--- src/rtl/rom_burst_arbiter.sv ---
// rom_burst_arbiter
// Round-robin arbiter and burst sequencer that shares one synchronous ROM
// between two read requesters. A granted channel receives len+1 consecutive
// ROM words, with the address wrapping modulo 2^ADDR_W.
//
// Ports
//   clk, rst_n           clock, asynchronous active-low reset
//   req_0/1              level-sensitive burst request per channel
//   addr_0/1, len_0/1    burst start address and length-minus-one (sampled at grant)
//   gnt_0/1              one-cycle grant pulse
//   valid_0/1            rd_data carries a beat for that channel
//   done_0/1             one-cycle pulse coincident with the last beat
//   rd_data              pass-through of rom_data
//   busy                 sequencer is not idle
//   rom_addr             registered ROM address
//   rom_data             ROM output, valid one edge after its address
module rom_burst_arbiter #(
  parameter int unsigned ADDR_W = 3,
  parameter int unsigned DATA_W = 4
) (
  input  logic              clk,
  input  logic              rst_n,
  input  logic              req_0,
  input  logic              req_1,
  input  logic [ADDR_W-1:0] addr_0,
  input  logic [ADDR_W-1:0] addr_1,
  input  logic [ADDR_W-1:0] len_0,
  input  logic [ADDR_W-1:0] len_1,
  output logic              gnt_0,
  output logic              gnt_1,
  output logic              valid_0,
  output logic              valid_1,
  output logic              done_0,
  output logic              done_1,
  output logic [DATA_W-1:0] rd_data,
  output logic              busy,
  output logic [ADDR_W-1:0] rom_addr,
  input  logic [DATA_W-1:0] rom_data
);

  typedef enum logic [1:0] {StIdle, StBurst, StDrain} state_e;

  state_e            state_q, state_d;
  logic              owner_q, owner_d;
  logic              last_q, last_d;
  logic [ADDR_W-1:0] cnt_q, cnt_d;
  logic [ADDR_W-1:0] addr_q, addr_d;
  logic [1:0]        gnt_q, gnt_d;
  logic [1:0]        valid_q, valid_d;
  logic [1:0]        done_q, done_d;
  logic              pick;

  always_ff @(posedge clk or negedge rst_n) begin
    if (!rst_n) begin
      state_q <= StIdle;
      owner_q <= 1'b0;
      last_q  <= 1'b1;  // channel 0 wins the first tie
      cnt_q   <= '0;
      addr_q  <= '0;
      gnt_q   <= '0;
      valid_q <= '0;
      done_q  <= '0;
    end else begin
      state_q <= state_d;
      owner_q <= owner_d;
      last_q  <= last_d;
      cnt_q   <= cnt_d;
      addr_q  <= addr_d;
      gnt_q   <= gnt_d;
      valid_q <= valid_d;
      done_q  <= done_d;
    end
  end

  always_comb begin
    state_d = state_q;
    owner_d = owner_q;
    last_d  = last_q;
    cnt_d   = cnt_q;
    addr_d  = addr_q;
    gnt_d   = '0;
    valid_d = '0;
    done_d  = '0;
    pick    = 1'b0;
    unique case (state_q)
      StIdle: begin
        if (req_0 || req_1) begin
          // On a tie the channel not granted last time wins.
          pick         = (req_0 && req_1) ? ~last_q : req_1;
          gnt_d[pick]  = 1'b1;
          owner_d      = pick;
          last_d       = pick;
          addr_d       = pick ? addr_1 : addr_0;
          cnt_d        = pick ? len_1 : len_0;
          state_d      = StBurst;
        end
      end
      StBurst: begin
        // Every BURST cycle yields a beat on the next edge, as the ROM
        // returns the word one edge after its address.
        valid_d[owner_q] = 1'b1;
        if (cnt_q != '0) begin
          addr_d = addr_q + ADDR_W'(1);
          cnt_d  = cnt_q - ADDR_W'(1);
        end else begin
          done_d[owner_q] = 1'b1;
          state_d         = StDrain;
        end
      end
      StDrain: begin
        state_d = StIdle;
      end
      default: begin
        state_d = StIdle;
      end
    endcase
  end

  assign gnt_0    = gnt_q[0];
  assign gnt_1    = gnt_q[1];
  assign valid_0  = valid_q[0];
  assign valid_1  = valid_q[1];
  assign done_0   = done_q[0];
  assign done_1   = done_q[1];
  assign rd_data  = rom_data;
  assign busy     = (state_q != StIdle);
  assign rom_addr = addr_q;

endmodule

--- config.mk ---
export PLATFORM = sky130hd
export DESIGN_NAME = rom_burst_arbiter
export DESIGN_NICKNAME = d
export VERILOG_FILES = /design/src/rtl/rom_burst_arbiter.sv
export SDC_FILE = /design/constraint.sdc
export NUM_CORES = 1
export LEC_CHECK = 0
export ABC_AREA = 1
export CAP_MARGIN = 20
export CORE_ASPECT_RATIO = 1.2
export CORE_MARGIN = 5
export CORE_UTILIZATION = 43
export DETAILED_ROUTE_END_ITERATION = 8
export PLACE_DENSITY = 0.79
export SETUP_SLACK_MARGIN = 0.02
export SLEW_MARGIN = 20
export SYNTH_ARGS = -nofsm -noshare
export SYNTH_HDL_FRONTEND = slang
export SYNTH_SLANG_ARGS = --single-unit
--- constraint.sdc ---
create_clock -name clk -period 1.43 [get_ports clk]
set_clock_uncertainty 0.1 [all_clocks]
set_input_delay 0.286 -clock clk [delete_from_list [all_inputs] [get_ports clk]]
set_output_delay 0.286 -clock clk [all_outputs]
set_load 0.01 [all_outputs]
# Word level (Yosys, flattened, before mapping)

Cells that the tools add are included.

Bitwise logic cells: 1
Shift operators: 0
$mul: 0
Reductions and logical operators: 11
Order comparisons: 4
Div/mod/pow operators: 0
Eq/ne operators: 4
Add/subtract/negate cells: 2
Muxes and demuxes: 21

Operator list:

| kind                | count |
|---|---|
| $mux 3              | 6 |
| $mux 2              | 7 |
| $pmux 3 s2          | 2 |
| $ne 2x2->1 const B  | 3 |
| $lt 1x2->1 const B  | 2 |
| $pmux 2 s2          | 1 |
| $reduce_and 2->1    | 2 |
| $reduce_bool 2->1   | 2 |
| $add 3x1->3 const B | 1 |
| $logic_and 1x1->1   | 3 |
| $mux 1              | 3 |
| $reduce_and 3->1    | 1 |
| $reduce_bool 3->1   | 1 |
| $sub 3x1->3 const B | 1 |
| $demux 1 s1         | 2 |
| $eq 2x1->1 const B  | 1 |
| $ge 1x1->1 const B  | 2 |
| $logic_not 2->1     | 1 |
| $logic_or 1x1->1    | 1 |
| $not 1->1           | 1 |

Input bits: 20
Latch bits: 0
Memories kept: 0
Logic and storage cells: 51
Flip-flop bits (word level): 16
Output and inout port bits: 14
Bits in writable memories: 0
Bits in read-only memories: 0

# Logic depth before layout (Yosys ltp)

Gate-level depths: netlist of the first run.

Word-level depth: 8
Depth in mapped cells: 8
Gate-level depth less buffers: 8

# Least setup slack after synthesis of the first run

Ideal clock, no wire load.

Path type: register -> register
From: register addr_q[0] (netlist: rom_addr[0])
To: register addr_q[1] (netlist: rom_addr[1])
Slack: 0.186 ns
Period minus slack after synthesis: 1.244 ns
Path buffers: 0
Required time: 1.213 ns
Stages on the path, launching flop included: 5
Library setup time: 0.117 ns
Arrival time: 1.026 ns
Path through: dfrtp_1 > ha_1 > or2_1 > nand3_1 > nand2_1

Longest elaborated chain between the ends: 3

Ends and longest elaborated chain:

| element                | RTL line | RTL |
|---|---|---|
| from (decl)            | 47       | `logic [ADDR_W-1:0] addr_q, addr_d;` |
| from (signal assigned) | 68       | `addr_q <= addr_d;` |
| $add 3x1->3            | 103      | `addr_d = addr_q + ADDR_W'(1);` |
| $mux 3                 | 102      | `if (cnt_q != '0) begin` |
| $pmux 3 s2             | 85       | `unique case (state_q)` |

Every way passes these cells. The select of a mux whose other input is x is not followed.
A chain may end at the register's enable or synchronous reset.

# Worst setup path after layout of the first run

From: register state_q[1]
To: output port busy

Longest elaborated chain between the ends: 1

Ends and longest elaborated chain:

| element                | RTL line | RTL |
|---|---|---|
| from (decl)            | 43       | `state_e state_q, state_d;` |
| from (signal assigned) | 55       | `state_q <= StIdle;` |
| from (signal assigned) | 64       | `state_q <= state_d;` |
| $reduce_bool 2->1      | 126      | `assign busy = (state_q != StIdle);` |
| to (decl)              | 36       | `output logic busy,` |

Every way passes these cells.

==> results by group, run 1 <==
Outcome
  – Status: finished, final reports clean

Place
  – Placed wire-length estimate: 1.550 mm
  – GP Congestion: 0.7665
  – Place WS: -0.1642 ns
  – Placed cell area: 1209 um^2
  – Buffers added on ports: 25

STA
  – Tmin final: 1.420 ns
  – Slew Limit Fails: 0
  – Setup TNS: 0 ns
  – Period Utilization, post-route: ~99%
  – RSZ-0062 raised after global routing: true
  – Slew HR: a little under nine tenths
  – Final setup fails: 0
  – Setup ws final: around 0.0096 ns
  – Final Hold Fails: 0
  – Measured slew at the worst slew-check pin: around 0.21 ns
  – Fmax: 704.0 MHz

Global route
  – Antenna violations before repair: 0
  – Vias in the first global route: 862
  – First-pass GRT wire length: 3.408 mm
  – GRT overflow: 0
  – GRT Total Usage: 14.46%
  – Largest net degree at the start of global routing: 13

Flow run
  – Max_cap viols: 0

Routing
  – Initial DRC Count: 17
  – WL final: 2.028 mm
  – Vias per cell: 4.743
  – Drc violations: 0
  – Pre-antenna DRT Iters: 4
  – Routed Antenna Nets: 0
  – Avg WL per Cell: 11.59 um
  – Total number of vias: 830

Floorplan
  – Core area: 2027 um^2
  – Die area: about 3100 um^2
  – Initial core utilization: between 40% and 50%
  – Row count: 18
  – Die X: 51.87 um
  – Die Ht: ~60 um
  – IO Count: 34

Worst setup path
  – R2r startpoint: state_q[1]$_DFFE_PN0P_
  – Critical Path RT: 1.04 ns
  – Max FO, Critical Path: 2
  – Crit-path cells: nor2_2 -> inv_1 -> clkbuf_2
  – Startpoint types: flip-flop
  – Crit end category: output port
  – Max stage delay on crit path: 0.41 ns
  – Register-to-register setup slack: approximately 0.11 ns
  – Reg2reg path depth: 8
  – Worst Path Arrival: 1.03 ns
  – CP max-delay cell: dfrtp_1
  – Crit path kind: reg2out
  – Reg-to-Reg End: rom_addr[2]$_DFFE_PN0P_

Clock tree
  – CTS clock-pin slew for the worst setup and hold paths: 0.09 ns
  – Htree depth: 1
  – Hold Buf Count CTS: 0
  – CTS Buf Count: 3
  – CTS max path bufs: 2
  – TritonCTS clock tree: yes
  – Total clock sinks: 16
  – Root cell of the clock tree: clkbuf_4
  – Clock Latency Late Sink: 0.29 ns

Pwr
  – Power, Total: 2.740 mW
  – Flop pwr share: 28.5%
  – Maximum vdd drop: around 1.1 mV
  – Comb pwr share: 60.4%
  – P_leak: just over 0.7 nW
  – Total internal power: around 1.6 mW
  – Switch share: 43.19%
  – PwrDens: about 2100 nW/um^2
  – Clock power frac: 11.1%
  – Switch Pwr: 1.183 mW

Final layout
  – Synth-to-Final Area Change: 42.05%
  – Fraction of layout instances using a drive strength above 1: 27.74%
  – Design area: around 1300 um^2
  – Fin nets: 179
  – Antenna diodes: 0

Synth
  – Post-Syn Area: 904.6 um^2
  – Sequential area share after synthesis: 44.40%
  – Primary FF master, synth: dfrtp_1
  – Most numerous cell in the Yosys netlist: nand2_1
  – Syn Nets: 142
  – Post-synth EDFFs: 0
  – Seq cells post-synth: 16
  – Post-synth top area cell: dfrtp_1
  – Synth Instances: 119
  – Most area-consuming cells after synthesis: dfrtp_1 41%, nand2_1 13%, nand3_1 7.7%
  – Async set or reset register ratio after synthesis: 100.0%
  – Post-Syn Area per Cell: 7.602 um^2
  – Top cell type's share of synthesized area: approximately two fifths
  – Synth cell types: 19
  – Yosys warning total: 0
  – Synth top cells by count: 31 x nand2_1, 17 x inv_1, 15 x dfrtp_1

Worst hold path
  – Hold WC Path Type: in2async
-- power groups by stage --
stage	Combinational, mW	Sequential (mW)	Clock [mW]
after floorplan	0.910	0.827	0
after global placement	1.49	0.781	0
after detailed placement	1.54	0.792	0
after CTS	1.52	0.777	0.303
after global routing	1.86	0.810	0.322
final	1.66	0.780	0.304
-- critical path, delay by kind of cell, from the launching register on --
family	cells	cell delay (ns)
simple gates	1	0.15
flops	1	0.41
buf+inv	2	0.20
-- registers in the layout (all words and copies together) (netlist names) --
| register | cells |
|---|---|
| valid_q | 2 |
| gnt_q | 2 |
| rom_addr | 3 |
| last_q | 1 |
| state_q | 2 |
| done_q | 2 |
| cnt_q | 3 |
| owner_q | 1 |
-- cells in the final DEF (no fill, tap or decap), drive strengths merged, types with 5 or more instances in the layout --
master / count
clkdlybuf4s50: 15
clkbuf: 5
dfrtp: 15
nor2: 16
nand3: 14
nand2: 39
buf: 12
dlygate4sd2: 8
inv: 20
-- worst max path at each step --
stage	start	to	slack (ns)
floorplan	rom_addr[0]$_DFFE_PN0P_	rom_addr[1]$_DFFE_PN0P_	0.19
global placement	req_0	cnt_q[0]$_DFFE_PN0P_	-0.13
detailed placement	req_0	rom_addr[0]$_DFFE_PN0P_	-0.16
CTS	state_q[0]$_DFFE_PN0P_	busy	-0.15
global route	state_q[1]$_DFFE_PN0P_	busy	-0.05
finish	state_q[1]$_DFFE_PN0P_	busy	0.01
-- logic make-up after synthesis --
kind of cell             count (synthesis)  share of synthesized area [%]
AND/OR/NAND/NOR                         70                          35.96
buffers and inverters                   27                          13.83
flip-flops                              16                          44.40
AO/OA/AOI/OAI                            3                          1.659
adder cells (fa/ha/maj)                  3                          4.150
-- metal layers --
layer / GRT usage (%) / part of all wire (%)
met1: 15.71 / 39
met2: 26.39 / 53
met3: 0.7481 / 4.1
met4: 10.11 / 3.9
met5: 0 / 0
-- metrics by stage --
step	hold WS [ns]	utilization, %	std cells
floorplan	-0.1096	-	119
global placement	0.3597	59.63	168
detailed placement	0.3634	59.63	168
CTS	0.1018	61.42	173
global route	0.1149	63.40	175
finish	0.09735	63.40	175
-- cell type report --
type                    instances  area (um^2)
fillers                       180        742.0
multi-input cells              77        417.9
flip-flops and latches         16        401.6
repair buffers                 37        325.3
inverters                      21        78.83
clock buffers                   4        36.28
well taps                      20        25.02
-- repair_timing --
action | 4_1_cts | 5_1_grt
setup endpoints to repair | 11 | 7
buffers inserted | 1 | 1
resized for setup | 12 | 13
gates cloned | 0 | 1
pin swaps | 0 | 4
(Power assumes the default switching activity.)
==> run 2: changes to the inputs <==
--- a/config.mk
+++ b/config.mk
@@ -6,7 +6,6 @@
 export NUM_CORES = 1
 export LEC_CHECK = 0
 export ABC_AREA = 1
-export CAP_MARGIN = 20
 export CORE_ASPECT_RATIO = 1.2
 export CORE_MARGIN = 5
 export CORE_UTILIZATION = 43
@@ -17,3 +16,4 @@
 export SYNTH_ARGS = -nofsm -noshare
 export SYNTH_HDL_FRONTEND = slang
 export SYNTH_SLANG_ARGS = --single-unit
+export TNS_END_PERCENT = 30
==> run 2 against run 1 <==
Setup slack worse by 0.0010 ns. Design area is 0.29% lower. Combinational power hardly changed. Worst hold slack worse by 0.0020 ns. Sequential share of layout area is 0.091 points higher. Clock power hardly changed. Die area stayed put. Sequential cell count stayed put. Largest cell class unchanged. Critical endpoint unchanged. Register-to-register slack hardly changed. Fmax hardly changed. Power hardly changed.
==> results by group, run 2 (synthesis results as in run 1) <==
Final layout
  – Most frequent cells in the layout: 28 x nand2_1, 15 x dfrtp_1, 15 x clkdlybuf4s50_1 (unchanged)
  – Fin util: 63.21% (was 63.40%)
  – Synth-to-Final Area Change: 41.63% (was 42.05%)
  – Filler cells: 181 (was 180)
  – Fin nets: 179 (unchanged)
  – Sequential Area: 401.6 um^2 (unchanged)
  – Design area: 1281 um^2 (was 1285 um^2)
  – Commonest non-fill, non-tap cell in the layout: nand2_1 (unchanged)
  – Antenna diodes: 0 (unchanged)
  – Final instance count without filler cells: 175 (unchanged)
  – Area of the multi-input gates: 414.1 um^2 (was 417.9 um^2)
  – Fraction of layout instances using a drive strength above 1: 27.10% (was 27.74%)

Worst setup path
  – Critical Path RT: 1.04 ns (about the same)
  – Crit-path cells: nor2_2 -> inv_1 -> clkbuf_2 (unchanged)
  – Max stage delay on crit path: 0.40 ns (was 0.41 ns)
  – Worst Path Arrival: 1.04 ns (was 1.03 ns)
  – CP Buf/Inv Count: 2 (unchanged)
  – Max FO, Critical Path: 2 (unchanged)
  – Crit path kind: reg2out (unchanged)
  – Crit end category: output port (unchanged)
  – Gate family responsible for the most delay along the worst path: flip-flops (unchanged)
  – Startpoint types: flip-flop (unchanged)
  – CP max-delay cell: dfrtp_1 (unchanged)

STA
  – Period Utilization, post-route: 99.40% (was 99.33%)
  – Final setup fails: 0 (unchanged)
  – Slew Limit Fails: 0 (unchanged)
  – Tmin final: 1.421 ns (was 1.420 ns)
  – Hold_ws: 0.09539 ns (was 0.09735 ns)
  – Setup TNS: 0 ns (unchanged)
  – Final Hold Fails: 0 (unchanged)
  – Measured slew at the worst slew-check pin: 0.2094 ns (was 0.2090 ns)
  – Slew HR: 86.00% (was 86.02%)
  – Setup ws final: 0.008571 ns (was 0.009608 ns)
  – Fmax: 703.5 MHz (was 704.0 MHz)
  – RSZ-0062 raised after global routing: true (unchanged)

Place
  – Buffers added on ports: 25 (unchanged)
  – Placed cell area: 1209 um^2 (unchanged)
  – GP Congestion: 0.7665 (unchanged)
  – Place WS: -0.1642 ns (unchanged)
  – Dpl cells: 168 (unchanged)
  – Placed wire-length estimate: 1.550 mm (unchanged)

Global route
  – Antenna violations before repair: 0 (unchanged)
  – Largest net degree at the start of global routing: 13 (unchanged)
  – GRT overflow: 0 (unchanged)
  – Vias in the first global route: 862 (unchanged)
  – First-pass GRT wire length: 3.408 mm (unchanged)
  – GRT Total Usage: 14.46% (unchanged)

Floorplan
  – Die X: 51.87 um (unchanged)
  – IO Count: 34 (unchanged)
  – Die area: 3125 um^2 (unchanged)
  – Initial core utilization: 44.63% (unchanged)
  – Die Ht: 60.25 um (unchanged)
  – Core area: 2027 um^2 (unchanged)
  – Row count: 18 (unchanged)

Pwr
  – P_leak: 0.7070 nW (was 0.7071 nW)
  – PwrDens: 2138 nW/um^2 (was 2132 nW/um^2)
  – Maximum vdd drop: 1.068 mV (was 1.067 mV)
  – Power, Total: 2.739 mW (was 2.740 mW)

Clock tree
  – Root cell of the clock tree: clkbuf_4 (unchanged)
  – Htree depth: 1 (unchanged)
  – Total clock sinks: 16 (unchanged)
  – CTS max path bufs: 2 (unchanged)
  – CTS Buf Count: 3 (unchanged)
  – Clock Latency Late Sink: 0.29 ns (about the same)
  – Hold Buf Count CTS: 0 (unchanged)
  – TritonCTS clock tree: yes (unchanged)
  – CTS clock-pin slew for the worst setup and hold paths: 0.09 ns (about the same)

Routing
  – WL final: 2.035 mm (was 2.028 mm)
  – Avg WL per Cell: 11.63 um (was 11.59 um)
  – Routed Antenna Nets: 0 (unchanged)
  – Total number of vias: 809 (was 830)
  – Initial DRC Count: 16 (was 17)
  – Pre-antenna DRT Iters: 4 (unchanged)
  – Vias per cell: 4.623 (was 4.743)
  – Drc violations: 0 (unchanged)

Flow run
  – Max_cap viols: 0 (unchanged)

Outcome
  – Status: finished, final reports clean (unchanged)

Worst hold path
  – Hold WC Path Type: in2async (unchanged)
run 2: worst paths after layout:
kind,endpoint,cells after the start,slack (ns),start
min reg2reg,last_q$_DFFE_PN1P_,2,0.37,last_q$_DFFE_PN1P_
min,owner_q$_DFFE_PN0P_,1,0.1,rst_n
min in group clk,last_q$_DFFE_PN1P_,2,0.37,last_q$_DFFE_PN1P_
max reg2reg,rom_addr[2]$_DFFE_PN0P_,8,0.11,state_q[1]$_DFFE_PN0P_
max,busy,3,0.009,state_q[1]$_DFFE_PN0P_
max in group asynchronous,state_q[1]$_DFFE_PN0P_,2,0.72,rst_n
run 2: routing by layer:
metal | share of wire, % | vias to the layer above | wire [um] | GRT usage [%]
li1 | - | 426 | - | -
met1 | 40 | 357 | 806 | 15.71
met2 | 54 | 22 | 1099 | 26.39
met3 | 3.7 | 4 | 75 | 0.7481
met4 | 2.7 | 0 | 54 | 10.11
met5 | 0 | - | 0 | 0
run 2: worst reg2reg max path, delay by kind of cell (launching register included):
| family | cells | cell delay (ns) |
|---|---|---|
| simple gates | 6 | 0.51 |
| flops | 1 | 0.40 |
| buf+inv | 2 | 0.23 |
run 2: where the power goes:
part	switching (mW)	internal [mW]
sequential	0.114	0.665
clock	0.151	0.155
combinational	0.919	0.735
total	1.18	1.56
run 2: cell type report:
class / instances / area share [%]
multi-input cells: 77 / 32.32
inverters: 21 / 6.152
clock buffers: 4 / 2.832
flip-flops and latches: 16 / 31.35
well taps: 20 / 1.953
repair buffers: 37 / 25.39
run 2: what timing repair did:
item / CTS / global route
gates resized for setup: 12 / 12
setup endpoints to repair: 11 / 7
setup buffers: 1 / 1
cloned: 0 / 1
pin swaps: 0 / 4
==> run 3: changes to the inputs <==
--- a/config.mk
+++ b/config.mk
@@ -8,9 +8,9 @@
 export ABC_AREA = 1
 export CORE_ASPECT_RATIO = 1.2
 export CORE_MARGIN = 5
-export CORE_UTILIZATION = 43
+export CORE_UTILIZATION = 46
 export DETAILED_ROUTE_END_ITERATION = 8
-export PLACE_DENSITY = 0.79
+export PLACE_DENSITY = 0.84
 export SETUP_SLACK_MARGIN = 0.02
 export SLEW_MARGIN = 20
 export SYNTH_ARGS = -nofsm -noshare
==> constraint.sdc (replaced) <==
create_clock -name clk -period 1.65 [get_ports clk]
set_clock_uncertainty 0.1 [all_clocks]
set_input_delay 0.33 -clock clk [delete_from_list [all_inputs] [get_ports clk]]
set_output_delay 0.33 -clock clk [all_outputs]
set_load 0.01 [all_outputs]
==> run 3 against run 2 <==
Power shrank 21%. Critical path depth down 2. Via count down 3.3%. First-iteration DRC count shrank 6.3%. Combinational power fell by 26%. Setup slack improved by 0.057 ns. Sequential cell count unchanged. Register-to-register slack improved by 0.17 ns. Sequential share of layout area is 1.8 points higher. Non-clock buffer count down 7. Final cell count fell by 5.1%. Worst hold slack gained 0.15 ns. Largest cell class is now sequential cells.
==> results by group, run 3 (synthesis results as in run 1) <==
Worst setup path
  – R2r startpoint: state_q[1]$_DFFE_PN0P_ (unchanged)
  – Register-to-register setup slack: 0.28 ns (was 0.11 ns)
  – Crit end category: output port (unchanged)
  – Crit-path cells: clkdlybuf4s50_1 (was nor2_2 -> inv_1 -> clkbuf_2)
  – CP Buf/Inv Count: 1 (was 2)
  – Startpoint types: flip-flop (unchanged)
  – Max FO, Critical Path: 1 (was 2)
  – Critical Path RT: 1.22 ns (was 1.04 ns)
  – Max stage delay on crit path: 0.53 ns (was 0.40 ns)
  – Reg-to-Reg End: rom_addr[0]$_DFFE_PN0P_ (was rom_addr[2]$_DFFE_PN0P_)
  – Crit path kind: reg2out (unchanged)
  – CP max-delay cell: clkdlybuf4s50_1 (was dfrtp_1)
  – Gate family responsible for the most delay along the worst path: buffers and inverters (was flip-flops)
  – Reg2reg path depth: 7 (was 8)
  – Worst Path Arrival: 1.15 ns (was 1.04 ns)

STA
  – Final Hold Fails: 0 (unchanged)
  – RSZ-0062 raised after global routing: true (unchanged)
  – Setup ws final: 0.06550 ns (was 0.008571 ns)
  – Final setup fails: 0 (unchanged)
  – Period Utilization, post-route: a little over nine tenths
  – Tmin final: 1.584 ns
  – Fmax: 631.1 MHz
  – Slew HR: 83.38% (was 86.00%)
  – Measured slew at the worst slew-check pin: 0.2487 ns (was 0.2094 ns)
  – Setup TNS: 0 ns (unchanged)
  – Slew Limit Fails: 0 (unchanged)

Final layout
  – Fin util: 65.45% (was 63.21%)
  – Synth-to-Final Area Change: 33.89% (was 41.63%)
  – Antenna diodes: 0 (unchanged)
  – Final instance count without filler cells: 166 (was 175)
  – Design area: 1211 um^2 (was 1281 um^2)
  – Most frequent cells in the layout: 31 x nand2_1, 20 x clkdlybuf4s50_1, 17 x inv_1 (was 28 x nand2_1, 15 x dfrtp_1, 15 x clkdlybuf4s50_1)
  – Fin nets: 171 (was 179)
  – Fraction of layout instances using a drive strength above 1: 18.37% (was 27.10%)
  – Commonest non-fill, non-tap cell in the layout: nand2_1 (unchanged)

Global route
  – Vias in the first global route: 794 (was 862)
  – First-pass GRT wire length: 3.291 mm (was 3.408 mm)
  – Largest net degree at the start of global routing: 17 (was 13)
  – GRT Total Usage: 14.15% (was 14.46%)
  – Antenna violations before repair: 0 (unchanged)
  – GRT overflow: 0 (unchanged)

Clock tree
  – CTS clock-pin slew for the worst setup and hold paths: 0.09 ns (about the same)
  – Total clock sinks: 16 (unchanged)
  – CTS max path bufs: 2 (unchanged)
  – TritonCTS clock tree: yes (unchanged)
  – CTS Buf Count: 3 (unchanged)
  – Root cell of the clock tree: clkbuf_4 (unchanged)
  – Clock Latency Late Sink: 0.29 ns (about the same)
  – Htree depth: 1 (unchanged)

Flow run
  – Max_cap viols: 0 (unchanged)

Routing
  – Vias per cell: 4.711 (was 4.623)
  – Pre-antenna DRT Iters: 4 (unchanged)
  – Avg WL per Cell: 11.39 um (was 11.63 um)
  – Total number of vias: 782 (was 809)
  – Routed Antenna Nets: 0 (unchanged)
  – Initial DRC Count: 15 (was 16)
  – WL final: 1.890 mm (was 2.035 mm)
  – Drc violations: 0 (unchanged)

Floorplan
  – Initial core utilization: 48.88% (was 44.63%)
  – Row count: 17 (was 18)
  – Die X: 50.48 um (was 51.87 um)
  – Core area: 1851 um^2 (was 2027 um^2)
  – IO Count: 34 (unchanged)
  – Die area: 2957 um^2 (was 3125 um^2)
  – Die Ht: 58.58 um (was 60.25 um)

Outcome
  – Status: finished, final reports clean (unchanged)

Place
  – Place WS: 0.004539 ns (was -0.1642 ns)
  – Placed cell area: 1162 um^2 (was 1209 um^2)
  – GP Congestion: 0.7897 (was 0.7665)
  – Dpl cells: 161 (was 168)
  – Placed wire-length estimate: 1.544 mm (was 1.550 mm)
  – Buffers added on ports: 25 (unchanged)

Pwr
  – Maximum vdd drop: 1.162 mV (was 1.068 mV)
  – P_leak: 0.6687 nW (was 0.7070 nW)
  – PwrDens: 1778 nW/um^2 (was 2138 nW/um^2)

Worst hold path
  – Hold WC Path Type: in2async (unchanged)
## run 3: area by class of cell
cell class              count  area [um^2]
repair buffers             30        290.3
well taps                  19        23.77
fillers                   169        639.4
clock buffers               4        36.28
multi-input cells          76        380.4
flip-flops and latches     16        401.6
inverters                  21        78.83
## run 3: worst max path at each step
stage / from / end / slack (ns) / cells after the start
final: valid_q[1]$_DFF_PN0_ / valid_1 / 0.07 / 1
after global routing: state_q[1]$_DFFE_PN0P_ / busy / -0.002 / 3
after CTS: rom_addr[0]$_DFFE_PN0P_ / rom_addr[0] / 0.03 / 1
after detailed placement: req_1 / cnt_q[2]$_DFFE_PN0P_ / 0.005 / 8
after global placement: req_1 / rom_addr[2]$_DFFE_PN0P_ / 0.01 / 8
after floorplan: rom_addr[0]$_DFFE_PN0P_ / rom_addr[1]$_DFFE_PN0P_ / 0.41 / 4
## run 3: power breakdown
group,switching (mW),internal [mW]
clock network,0.127,0.134
logic,0.699,0.522
registers,0.0959,0.576
## run 3: layer usage
metal	track usage (%)	vias up	routed length (um)
met1	17.36	348	810
met4	7.299	0	38
met2	23.76	22	951
met3	2.025	4	90
li1	-	408	-
met5	0	-	0
## run 3: what timing repair did
| action | 4_1_cts | 5_1_grt |
|---|---|---|
| gates resized for setup | 5 | 2 |
| buffers inserted | 1 | 0 |
| pin swaps | 1 | 0 |
| setup endpoints to repair | 4 | 3 |
| hold buffers | 0 | 0 |
| gates cloned | 0 | 0 |
## run 3: stage by stage
stage	power, mW	hold WS (ns)
floorplan	1.506	-0.06559
CTS	2.178	0.2508
global placement	1.867	0.3571
detailed placement	1.913	0.3653
finish	2.154	0.2494
global route	2.369	0.2693
